===== src/rtl/fm_buf_pkg.sv =====
// Shared types and helpers for the layer feature-map buffer.
// Provides the FSM state encoding, a clog2 helper and the default sample width.
package fm_buf_pkg;

    localparam int FM_DATA_W_DEF = 16;

    typedef enum logic [1:0] {
        IDLE  = 2'd0,
        WRITE = 2'd1,
        FULL  = 2'd2,
        READ  = 2'd3
    } fm_state_e;

    // Address width helper; never returns less than 1 bit.
    function automatic int fm_clog2(input int n);
        int r;
        r = 0;
        while ((1 << r) < n) r++;
        if (r < 1) r = 1;
        return r;
    endfunction

endpackage


===== src/rtl/layer_fm_buffer_if.sv =====
// Capture/replay bus of the feature-map buffer.
// master: frame source + replay sink; slave: the buffer itself.
interface layer_fm_buffer_if
    import fm_buf_pkg::*;
#(
    parameter int CH_NUM = 16,
    parameter int DATA_W = FM_DATA_W_DEF
) ();

    logic                     fm_wea;
    logic                     start_output;
    logic                     pre_vsync;
    logic                     pre_href;
    logic [CH_NUM*DATA_W-1:0] pre_data;
    logic                     save_fm_acmp;
    logic                     end_output;
    logic                     post_vsync;
    logic                     post_href;
    logic [CH_NUM*DATA_W-1:0] post_data;
    logic                     fm_busy;
    logic                     wr_overflow;

    modport master (
        output fm_wea, start_output, pre_vsync, pre_href, pre_data,
        input  save_fm_acmp, end_output, post_vsync, post_href,
        input  post_data, fm_busy, wr_overflow
    );

    modport slave (
        input  fm_wea, start_output, pre_vsync, pre_href, pre_data,
        output save_fm_acmp, end_output, post_vsync, post_href,
        output post_data, fm_busy, wr_overflow
    );

endinterface


===== src/rtl/fm_channel_ram.sv =====
// One channel of feature-map storage: simple dual-port RAM, DEPTH x DATA_W.
// Ports: write (we/waddr/wdata), registered read (re/raddr -> rdata next cycle).
module fm_channel_ram #(
    parameter int DEPTH  = 16,
    parameter int DATA_W = 16,
    parameter int AW     = 4
) (
    input  logic              clk,
    input  logic              we,
    input  logic [AW-1:0]     waddr,
    input  logic [DATA_W-1:0] wdata,
    input  logic              re,
    input  logic [AW-1:0]     raddr,
    output logic [DATA_W-1:0] rdata
);

    logic [DATA_W-1:0] mem [DEPTH];

    // Storage is intentionally not reset.
    always_ff @(posedge clk) begin
        if (we) mem[waddr] <= wdata;
        if (re) rdata <= mem[raddr];
    end

endmodule


===== src/rtl/layer_fm_buffer.sv =====
// Multi-channel feature-map store-and-forward buffer: captures one frame,
// replays it as a vsync/href raster with H_GAP idle cycles between rows.
// Ports: clk, rst_n (async active-low), bus (layer_fm_buffer_if.slave).
// Optional macro FM_BUF_RELU_EN: clamp negative samples to 0 on replay.
module layer_fm_buffer
    import fm_buf_pkg::*;
#(
    parameter int FM_WIDTH  = 4,
    parameter int FM_HEIGHT = 4,
    parameter int CH_NUM    = 16,
    parameter int DATA_W    = FM_DATA_W_DEF,
    parameter int H_GAP     = 0
) (
    input  logic               clk,
    input  logic               rst_n,
    layer_fm_buffer_if.slave   bus
);

    localparam int DEPTH = FM_WIDTH * FM_HEIGHT;
    localparam int AW    = fm_clog2(DEPTH);
    localparam int COL_W = fm_clog2(FM_WIDTH);
    localparam int ROW_W = fm_clog2(FM_HEIGHT);
    localparam int GAP_W = fm_clog2(H_GAP + 1);
    localparam int VEC_W = CH_NUM * DATA_W;

    fm_state_e state_q, state_d;

    logic          vs_q;
    logic          ws;
    logic          vs_rise;
    logic [AW-1:0] wr_addr_q, wr_addr_d;
    logic [AW-1:0] ram_waddr;
    logic          ram_we;
    logic          save_d;
    logic          ov_set;
    logic          accept;

    logic             issuing_q;
    logic [AW-1:0]    rd_addr_q;
    logic [COL_W-1:0] rd_col_q;
    logic [ROW_W-1:0] rd_row_q;
    logic [GAP_W-1:0] gap_q;
    logic             rd_en;
    logic             col_end;
    logic             row_end;
    logic             rd_last;

    logic s1_vsync_q, s1_href_q, s1_last_q, p_last_q;

    logic             save_q, end_q, busy_q, ov_q;
    logic             post_vsync_q, post_href_q;
    logic [VEC_W-1:0] post_data_q;
    logic [VEC_W-1:0] ram_rdata;
    logic [VEC_W-1:0] out_data;

    assign ws      = bus.fm_wea & bus.pre_href;
    assign vs_rise = bus.pre_vsync & ~vs_q;

    // Control FSM: next state, write port and overflow/accept strobes.
    always_comb begin
        state_d   = state_q;
        wr_addr_d = wr_addr_q;
        ram_we    = 1'b0;
        ram_waddr = wr_addr_q;
        save_d    = 1'b0;
        ov_set    = 1'b0;
        accept    = 1'b0;
        unique case (state_q)
            IDLE: begin
                if (ws) begin
                    ram_we    = 1'b1;
                    ram_waddr = '0;
                    if (DEPTH == 1) begin
                        state_d   = FULL;
                        save_d    = 1'b1;
                        wr_addr_d = '0;
                    end else begin
                        state_d   = WRITE;
                        wr_addr_d = AW'(1);
                    end
                end
            end
            WRITE: begin
                if (vs_rise) begin
                    // New frame start: restart capture from address 0.
                    wr_addr_d = '0;
                    if (ws) begin
                        ram_we    = 1'b1;
                        ram_waddr = '0;
                        wr_addr_d = AW'(1);
                    end
                end else if (ws) begin
                    ram_we = 1'b1;
                    if (wr_addr_q == AW'(DEPTH - 1)) begin
                        state_d   = FULL;
                        save_d    = 1'b1;
                        wr_addr_d = '0;
                    end else begin
                        wr_addr_d = wr_addr_q + AW'(1);
                    end
                end
            end
            FULL: begin
                ov_set = ws;
                if (bus.start_output) begin
                    accept  = 1'b1;
                    state_d = READ;
                end
            end
            READ: begin
                ov_set = ws;
                if (p_last_q) begin
                    state_d   = IDLE;
                    wr_addr_d = '0;
                end
            end
            default: state_d = IDLE;
        endcase
    end

    always_ff @(posedge clk or negedge rst_n) begin
        if (!rst_n) begin
            state_q   <= IDLE;
            wr_addr_q <= '0;
            vs_q      <= 1'b0;
            save_q    <= 1'b0;
            busy_q    <= 1'b0;
            ov_q      <= 1'b0;
        end else begin
            state_q   <= state_d;
            wr_addr_q <= wr_addr_d;
            vs_q      <= bus.pre_vsync;
            save_q    <= save_d;
            busy_q    <= (state_d == WRITE) || (state_d == READ);
            // A same-cycle overflow wins over the clear on accept.
            if (ov_set) ov_q <= 1'b1;
            else if (accept) ov_q <= 1'b0;
        end
    end

    // Replay sequencer: one slot per cycle, either a pixel read or a gap.
    assign col_end = (rd_col_q == COL_W'(FM_WIDTH - 1));
    assign row_end = (rd_row_q == ROW_W'(FM_HEIGHT - 1));
    assign rd_en   = issuing_q && (gap_q == '0);
    assign rd_last = rd_en && col_end && row_end;

    always_ff @(posedge clk or negedge rst_n) begin
        if (!rst_n) begin
            issuing_q <= 1'b0;
            rd_addr_q <= '0;
            rd_col_q  <= '0;
            rd_row_q  <= '0;
            gap_q     <= '0;
        end else if (accept) begin
            issuing_q <= 1'b1;
            rd_addr_q <= '0;
            rd_col_q  <= '0;
            rd_row_q  <= '0;
            gap_q     <= '0;
        end else if (issuing_q) begin
            if (rd_en) begin
                rd_addr_q <= rd_addr_q + AW'(1);
                if (col_end) begin
                    rd_col_q <= '0;
                    if (row_end) begin
                        issuing_q <= 1'b0;
                    end else begin
                        rd_row_q <= rd_row_q + ROW_W'(1);
                        gap_q    <= GAP_W'(H_GAP);
                    end
                end else begin
                    rd_col_q <= rd_col_q + COL_W'(1);
                end
            end else begin
                gap_q <= gap_q - GAP_W'(1);
            end
        end
    end

    for (genvar k = 0; k < CH_NUM; k++) begin : g_ch
        fm_channel_ram #(
            .DEPTH  (DEPTH),
            .DATA_W (DATA_W),
            .AW     (AW)
        ) u_ram (
            .clk   (clk),
            .we    (ram_we),
            .waddr (ram_waddr),
            .wdata (bus.pre_data[k*DATA_W +: DATA_W]),
            .re    (rd_en),
            .raddr (rd_addr_q),
            .rdata (ram_rdata[k*DATA_W +: DATA_W])
        );
    end

    always_comb begin
        out_data = ram_rdata;
`ifdef FM_BUF_RELU_EN
        for (int k = 0; k < CH_NUM; k++) begin
            if (ram_rdata[k*DATA_W + DATA_W - 1]) begin
                out_data[k*DATA_W +: DATA_W] = '0;
            end
        end
`endif
    end

    // Stage 1 aligns with the RAM read, stage 2 drives the outputs.
    always_ff @(posedge clk or negedge rst_n) begin
        if (!rst_n) begin
            s1_vsync_q   <= 1'b0;
            s1_href_q    <= 1'b0;
            s1_last_q    <= 1'b0;
            post_vsync_q <= 1'b0;
            post_href_q  <= 1'b0;
            post_data_q  <= '0;
            p_last_q     <= 1'b0;
            end_q        <= 1'b0;
        end else begin
            s1_vsync_q   <= issuing_q;
            s1_href_q    <= rd_en;
            s1_last_q    <= rd_last;
            post_vsync_q <= s1_vsync_q;
            post_href_q  <= s1_href_q;
            post_data_q  <= s1_href_q ? out_data : '0;
            p_last_q     <= s1_last_q;
            end_q        <= p_last_q;
        end
    end

    assign bus.save_fm_acmp = save_q;
    assign bus.end_output   = end_q;
    assign bus.post_vsync   = post_vsync_q;
    assign bus.post_href    = post_href_q;
    assign bus.post_data    = post_data_q;
    assign bus.fm_busy      = busy_q;
    assign bus.wr_overflow  = ov_q;

endmodule


===== src/flat_wrapper.sv =====
// flat-port wrapper written by rule: the top's interface ports become plain ports
module layer_fm_buffer_flat import fm_buf_pkg::*;
#(
    parameter int FM_WIDTH  = 4,
    parameter int FM_HEIGHT = 4,
    parameter int CH_NUM    = 16,
    parameter int DATA_W    = FM_DATA_W_DEF,
    parameter int H_GAP     = 0
)
  (clk, rst_n, bus_fm_wea, bus_start_output, bus_pre_vsync, bus_pre_href, bus_pre_data, bus_save_fm_acmp, bus_end_output, bus_post_vsync, bus_post_href, bus_post_data, bus_fm_busy, bus_wr_overflow);
  layer_fm_buffer_if #(.CH_NUM(CH_NUM), .DATA_W(DATA_W)) bus_i ();
  input  logic clk;
  input  logic rst_n;
  input wire logic [$bits(bus_i.fm_wea)-1:0] bus_fm_wea;
  input wire logic [$bits(bus_i.start_output)-1:0] bus_start_output;
  input wire logic [$bits(bus_i.pre_vsync)-1:0] bus_pre_vsync;
  input wire logic [$bits(bus_i.pre_href)-1:0] bus_pre_href;
  input wire logic [$bits(bus_i.pre_data)-1:0] bus_pre_data;
  output wire logic [$bits(bus_i.save_fm_acmp)-1:0] bus_save_fm_acmp;
  output wire logic [$bits(bus_i.end_output)-1:0] bus_end_output;
  output wire logic [$bits(bus_i.post_vsync)-1:0] bus_post_vsync;
  output wire logic [$bits(bus_i.post_href)-1:0] bus_post_href;
  output wire logic [$bits(bus_i.post_data)-1:0] bus_post_data;
  output wire logic [$bits(bus_i.fm_busy)-1:0] bus_fm_busy;
  output wire logic [$bits(bus_i.wr_overflow)-1:0] bus_wr_overflow;
  assign bus_i.fm_wea = bus_fm_wea;
  assign bus_i.start_output = bus_start_output;
  assign bus_i.pre_vsync = bus_pre_vsync;
  assign bus_i.pre_href = bus_pre_href;
  assign bus_i.pre_data = bus_pre_data;
  assign bus_save_fm_acmp = bus_i.save_fm_acmp;
  assign bus_end_output = bus_i.end_output;
  assign bus_post_vsync = bus_i.post_vsync;
  assign bus_post_href = bus_i.post_href;
  assign bus_post_data = bus_i.post_data;
  assign bus_fm_busy = bus_i.fm_busy;
  assign bus_wr_overflow = bus_i.wr_overflow;
  layer_fm_buffer #(.FM_WIDTH(FM_WIDTH), .FM_HEIGHT(FM_HEIGHT), .CH_NUM(CH_NUM), .DATA_W(DATA_W), .H_GAP(H_GAP)) u_core (.clk(clk), .rst_n(rst_n), .bus(bus_i));
endmodule

===== config.mk =====
export PLATFORM = sky130hd
export DESIGN_NAME = layer_fm_buffer_flat
export DESIGN_NICKNAME = d
export VERILOG_FILES = /design/src/rtl/fm_buf_pkg.sv /design/src/rtl/layer_fm_buffer_if.sv /design/src/rtl/fm_channel_ram.sv /design/src/rtl/layer_fm_buffer.sv /design/src/flat_wrapper.sv
export SDC_FILE = /design/constraint.sdc
export NUM_CORES = 2
export LEC_CHECK = 0
export CAP_MARGIN = 30
export CORE_ASPECT_RATIO = 1.5
export CORE_MARGIN = 8
export CORE_UTILIZATION = 45
export CTS_CLUSTER_DIAMETER = 60
export CTS_CLUSTER_SIZE = 20
export DETAILED_ROUTE_END_ITERATION = 8
export GPL_TIMING_DRIVEN = 0
export HOLD_SLACK_MARGIN = 0.05
export SYNTH_ARGS = -nofsm -noshare
export SYNTH_HDL_FRONTEND = slang
export SYNTH_SLANG_ARGS = --single-unit
export TNS_END_PERCENT = 100

===== constraint.sdc =====
create_clock -name clk -period 21.2 [get_ports clk]
set_input_delay 3.18 -clock clk [delete_from_list [all_inputs] [get_ports clk]]
set_output_delay 3.18 -clock clk [all_outputs]
set_load 0.02 [all_outputs]

==> impl_metrics.toml <==
[logic_synthesis]
synth-simple-area-share = 0.0168
synth_nets = 7224
ys_warn_count = 0
synth_xor_area_frac = 0.000205
synthMuxAreaShare = 0.159
synth_compound_area_frac = 0.00816
avgSynthCellArea_um2 = 24.6
ys_ff_latch = 4635
synth-edff-count = 4352
synthAdderAreaFrac = 0.000293
synthFlopType = "edfxtp_1"
syn_inst = 6958
synth_top_family_by_area = "multiplexers"
async_flop_share = 0.0611
synth.distinct_cells = 43
ys_seq_area_frac = 0.806
syn_area_mm2 = 0.171

[critical_path]
reg2reg_slack_ns = 17.10
cp_max_fo = 12
worst_ep_required_time_ns = 21.79
crit_top_cell = "buf_16"
slowest_stage = "nor3b_4"
cp-end-kind = "flip-flop"
r2r_cells = 8
r2r_end = "u_core.g_ch[7].u_ram.rdata[3]"
critPathArrivalTime_ns = 6.74
path_cells = "clkdlybuf4s50_1 -> nor4bb_1 -> nand4_1 -> nor3b_4 -> buf_16 -> buf_16 -> buf_16 -> buf_6 -> buf_8 -> buf_8 -> buf_16"
r2r_start = "u_core.rd_addr_q[1]"
crit_path_max_incr_delay_ns = 0.68
crit_path_start_kind = "input pin"
critPathKind = "in2reg"

[die]
num_rows = 277
start_util = 0.451
die-width_um = 519
coreArea_mm2 = 0.379
dieArea_mm2 = 0.400
fp.dieH_um = 771
ios = 524

[hold_path]
min_from = "u_core.s1_last_q"
whs_path_depth = 0
hold_path.class = "reg2reg"
holdPathEnd = "u_core.p_last_q"

[layout]
drive_gt1_frac = 0.248
finalNetCount = 8356
layout.cells.non_filler = 13400
syn_to_final_growth_pct = 15.9
utilization = 0.523

[drt]
drcViolationCount = 0
avgRoutedWirePerCell_um = 35.3
routed_via_density = 5.94
ant_nets = 0
vias = 79400
totalWireLength_um = 472000
drt_first_pass_iters = 7
drt_iter0_markers = 9175

[clocking]
ctsHoldBuffers = 0
clk_pin_slew_ns = 0.08
cts_buffer_depth = 4
cts_buffers = 289
cts_tree = "yes"
cts_resized = 0
clkSinkCount = 4635
clk_latency_ns = 0.91
cts_root_buf = "clkbuf_16"
htree_num_levels = 5
cts_setup_buffers = 0

[pwr]
power_density_mw_per_mm2 = 125
p_leak_nw = 62.3
peakVddDrop_v = 0.0000953

[grt]
gr-total-overflow = 0
grt_pass1_wl_um = 653000
grt_max_degree = 106
antenna_found_initial = 149
grt_pass1_vias = 81900
grt_use_total = 0.232

[timing]
tightest_slew_ns = 1.11
finalMaxSlewViolations = 0
fmax_mhz = 163
setup_tns_ns = 0
final_hold_viol_count = 0
rsz0062_at_grt = "no"
relSlewSlack = 0.261
finalWorstSetupSlack_ns = 15.06
fin_worst_skew_ns = 0.0537
setup_viol = 0
fin_crit_sh = 0.290
period_minus_slack_ns = 6.14

[placed_design]
numPortBuffers = 523
dp_slack_ns = 14.23
dp_cells = 12800
dp_hpwl_um = 316000
place.gp.congestion = 0.747

[job]
cap_violations = 0

[run_status]
outcome = "complete, no violations"
synth_stat cells, drive strengths merged, types with 4 or more instances:
cell / n / area [µm²]
nor2: 21 / 78.8
ha: 4 / 50.1
nor3b: 4 / 30.0
mux4: 1186 / 26700
inv: 5 / 18.8
dfrtp: 283 / 7080
and2: 298 / 1860
buf: 196 / 1120
nor2b: 53 / 332
a31oi: 51 / 319
nand3: 7 / 35.0
clkbuf: 159 / 597
edfxtp: 4352 / 131000
a21oi: 49 / 245
nand2: 115 / 432
mux2i: 44 / 440
o21ai: 4 / 20.0
a211oi: 92 / 691
layout by cell type (no fill, tap or decap), types with 61 or more instances in the layout:
cell type / Yosys / layout
buf_16: 0 / 81
dfrtp_1: 283 / 283
buf_12: 0 / 156
clkbuf_16: 0 / 303
clkdlybuf4s50_1: 0 / 522
diode_2: 0 / 61
mux4_2: 1186 / 1186
nand2_1: 115 / 115
buf_2: 107 / 107
edfxtp_1: 4352 / 4352
and2_1: 298 / 298
clkbuf_1: 159 / 275
a211oi_1: 92 / 92
buf_8: 0 / 77
worst max-delay path by stage:
stage / from / endpoint / slack (ns) / depth (start not counted)
after detailed placement: bus_pre_href / u_core.g_ch[4].u_ram.mem[5][3] / 14.23 / 11
after floorplan: bus_pre_href / u_core.g_ch[0].u_ram.mem[0][0] / 5.76 / 3
after global placement: bus_pre_href / u_core.g_ch[4].u_ram.mem[0][1] / -11.16 / 4
after global routing: bus_pre_href / u_core.g_ch[4].u_ram.mem[5][8] / 15.01 / 11
after CTS: bus_pre_href / u_core.g_ch[4].u_ram.mem[5][10] / 15.19 / 11
final: bus_pre_href / u_core.g_ch[5].u_ram.mem[5][10] / 15.06 / 11
metal layers:
layer	global-route usage	vias to the layer above	wire, µm
met4	0.0661	82	13400
met3	0.0442	677	36300
met5	0	-	517
met1	0.307	43800	182000
met2	0.395	3242	239000
li1	-	31700	-
sequential cells by signal, summed over array words and instances, names as in the netlist, 2 cells and up:
register and cells:
u_core.bus.post_data 256, u_core.g_ch.u_ram.mem 4096, u_core.g_ch.u_ram.rdata 256, u_core.rd_addr_q 4
u_core.rd_col_q 2, u_core.rd_row_q 2, u_core.state_q 2, u_core.wr_addr_q 4
power breakdown:
group          total (mW)  internal, mW  switching, mW
logic                7.68          3.38           4.30
clock network        5.80          2.78           3.02
registers            11.3          11.0          0.289
critical path: cells and delay by family:
| kind | cells | cell delay, ns |
|---|---|---|
| simple gates | 3 | 1.63 |
| buf+inv | 8 | 1.84 |
cell type report:
type,instances,area [µm²]
antenna,61,153
buffer,355,1740
clock buffer,444,8120
clock inverter,48,641
fill,28900,181000
inverter,6,27.5
multi-input combinational,1962,31600
sequential,4635,138000
tap,5022,6280
timing repair buffer,841,11800
per-stage QoR:
stage	hold slack [ns]	cell area, µm²	power [mW]
final	0.359	198000	24.7
after global routing	0.365	198000	25.6
after CTS	0.355	198000	25.1
after detailed placement	0.336	189000	19.3
after global placement	0.334	183000	19.4
after floorplan	0.331	171000	16.0
kinds of logic (layout without fill, tap and decap cells):
logic type / Yosys count / after routing
flip-flops: 4635 / 4635
AND/OR/NAND/NOR: 513 / 513
multiplexers: 1230 / 1230
other: 0 / 61
XOR/XNOR: 4 / 4
adder cells (fa/ha/maj): 4 / 4
buffers and inverters: 361 / 1694
AO/OA/AOI/OAI: 211 / 211
Note: power is estimated with default switching activity, not from simulation.
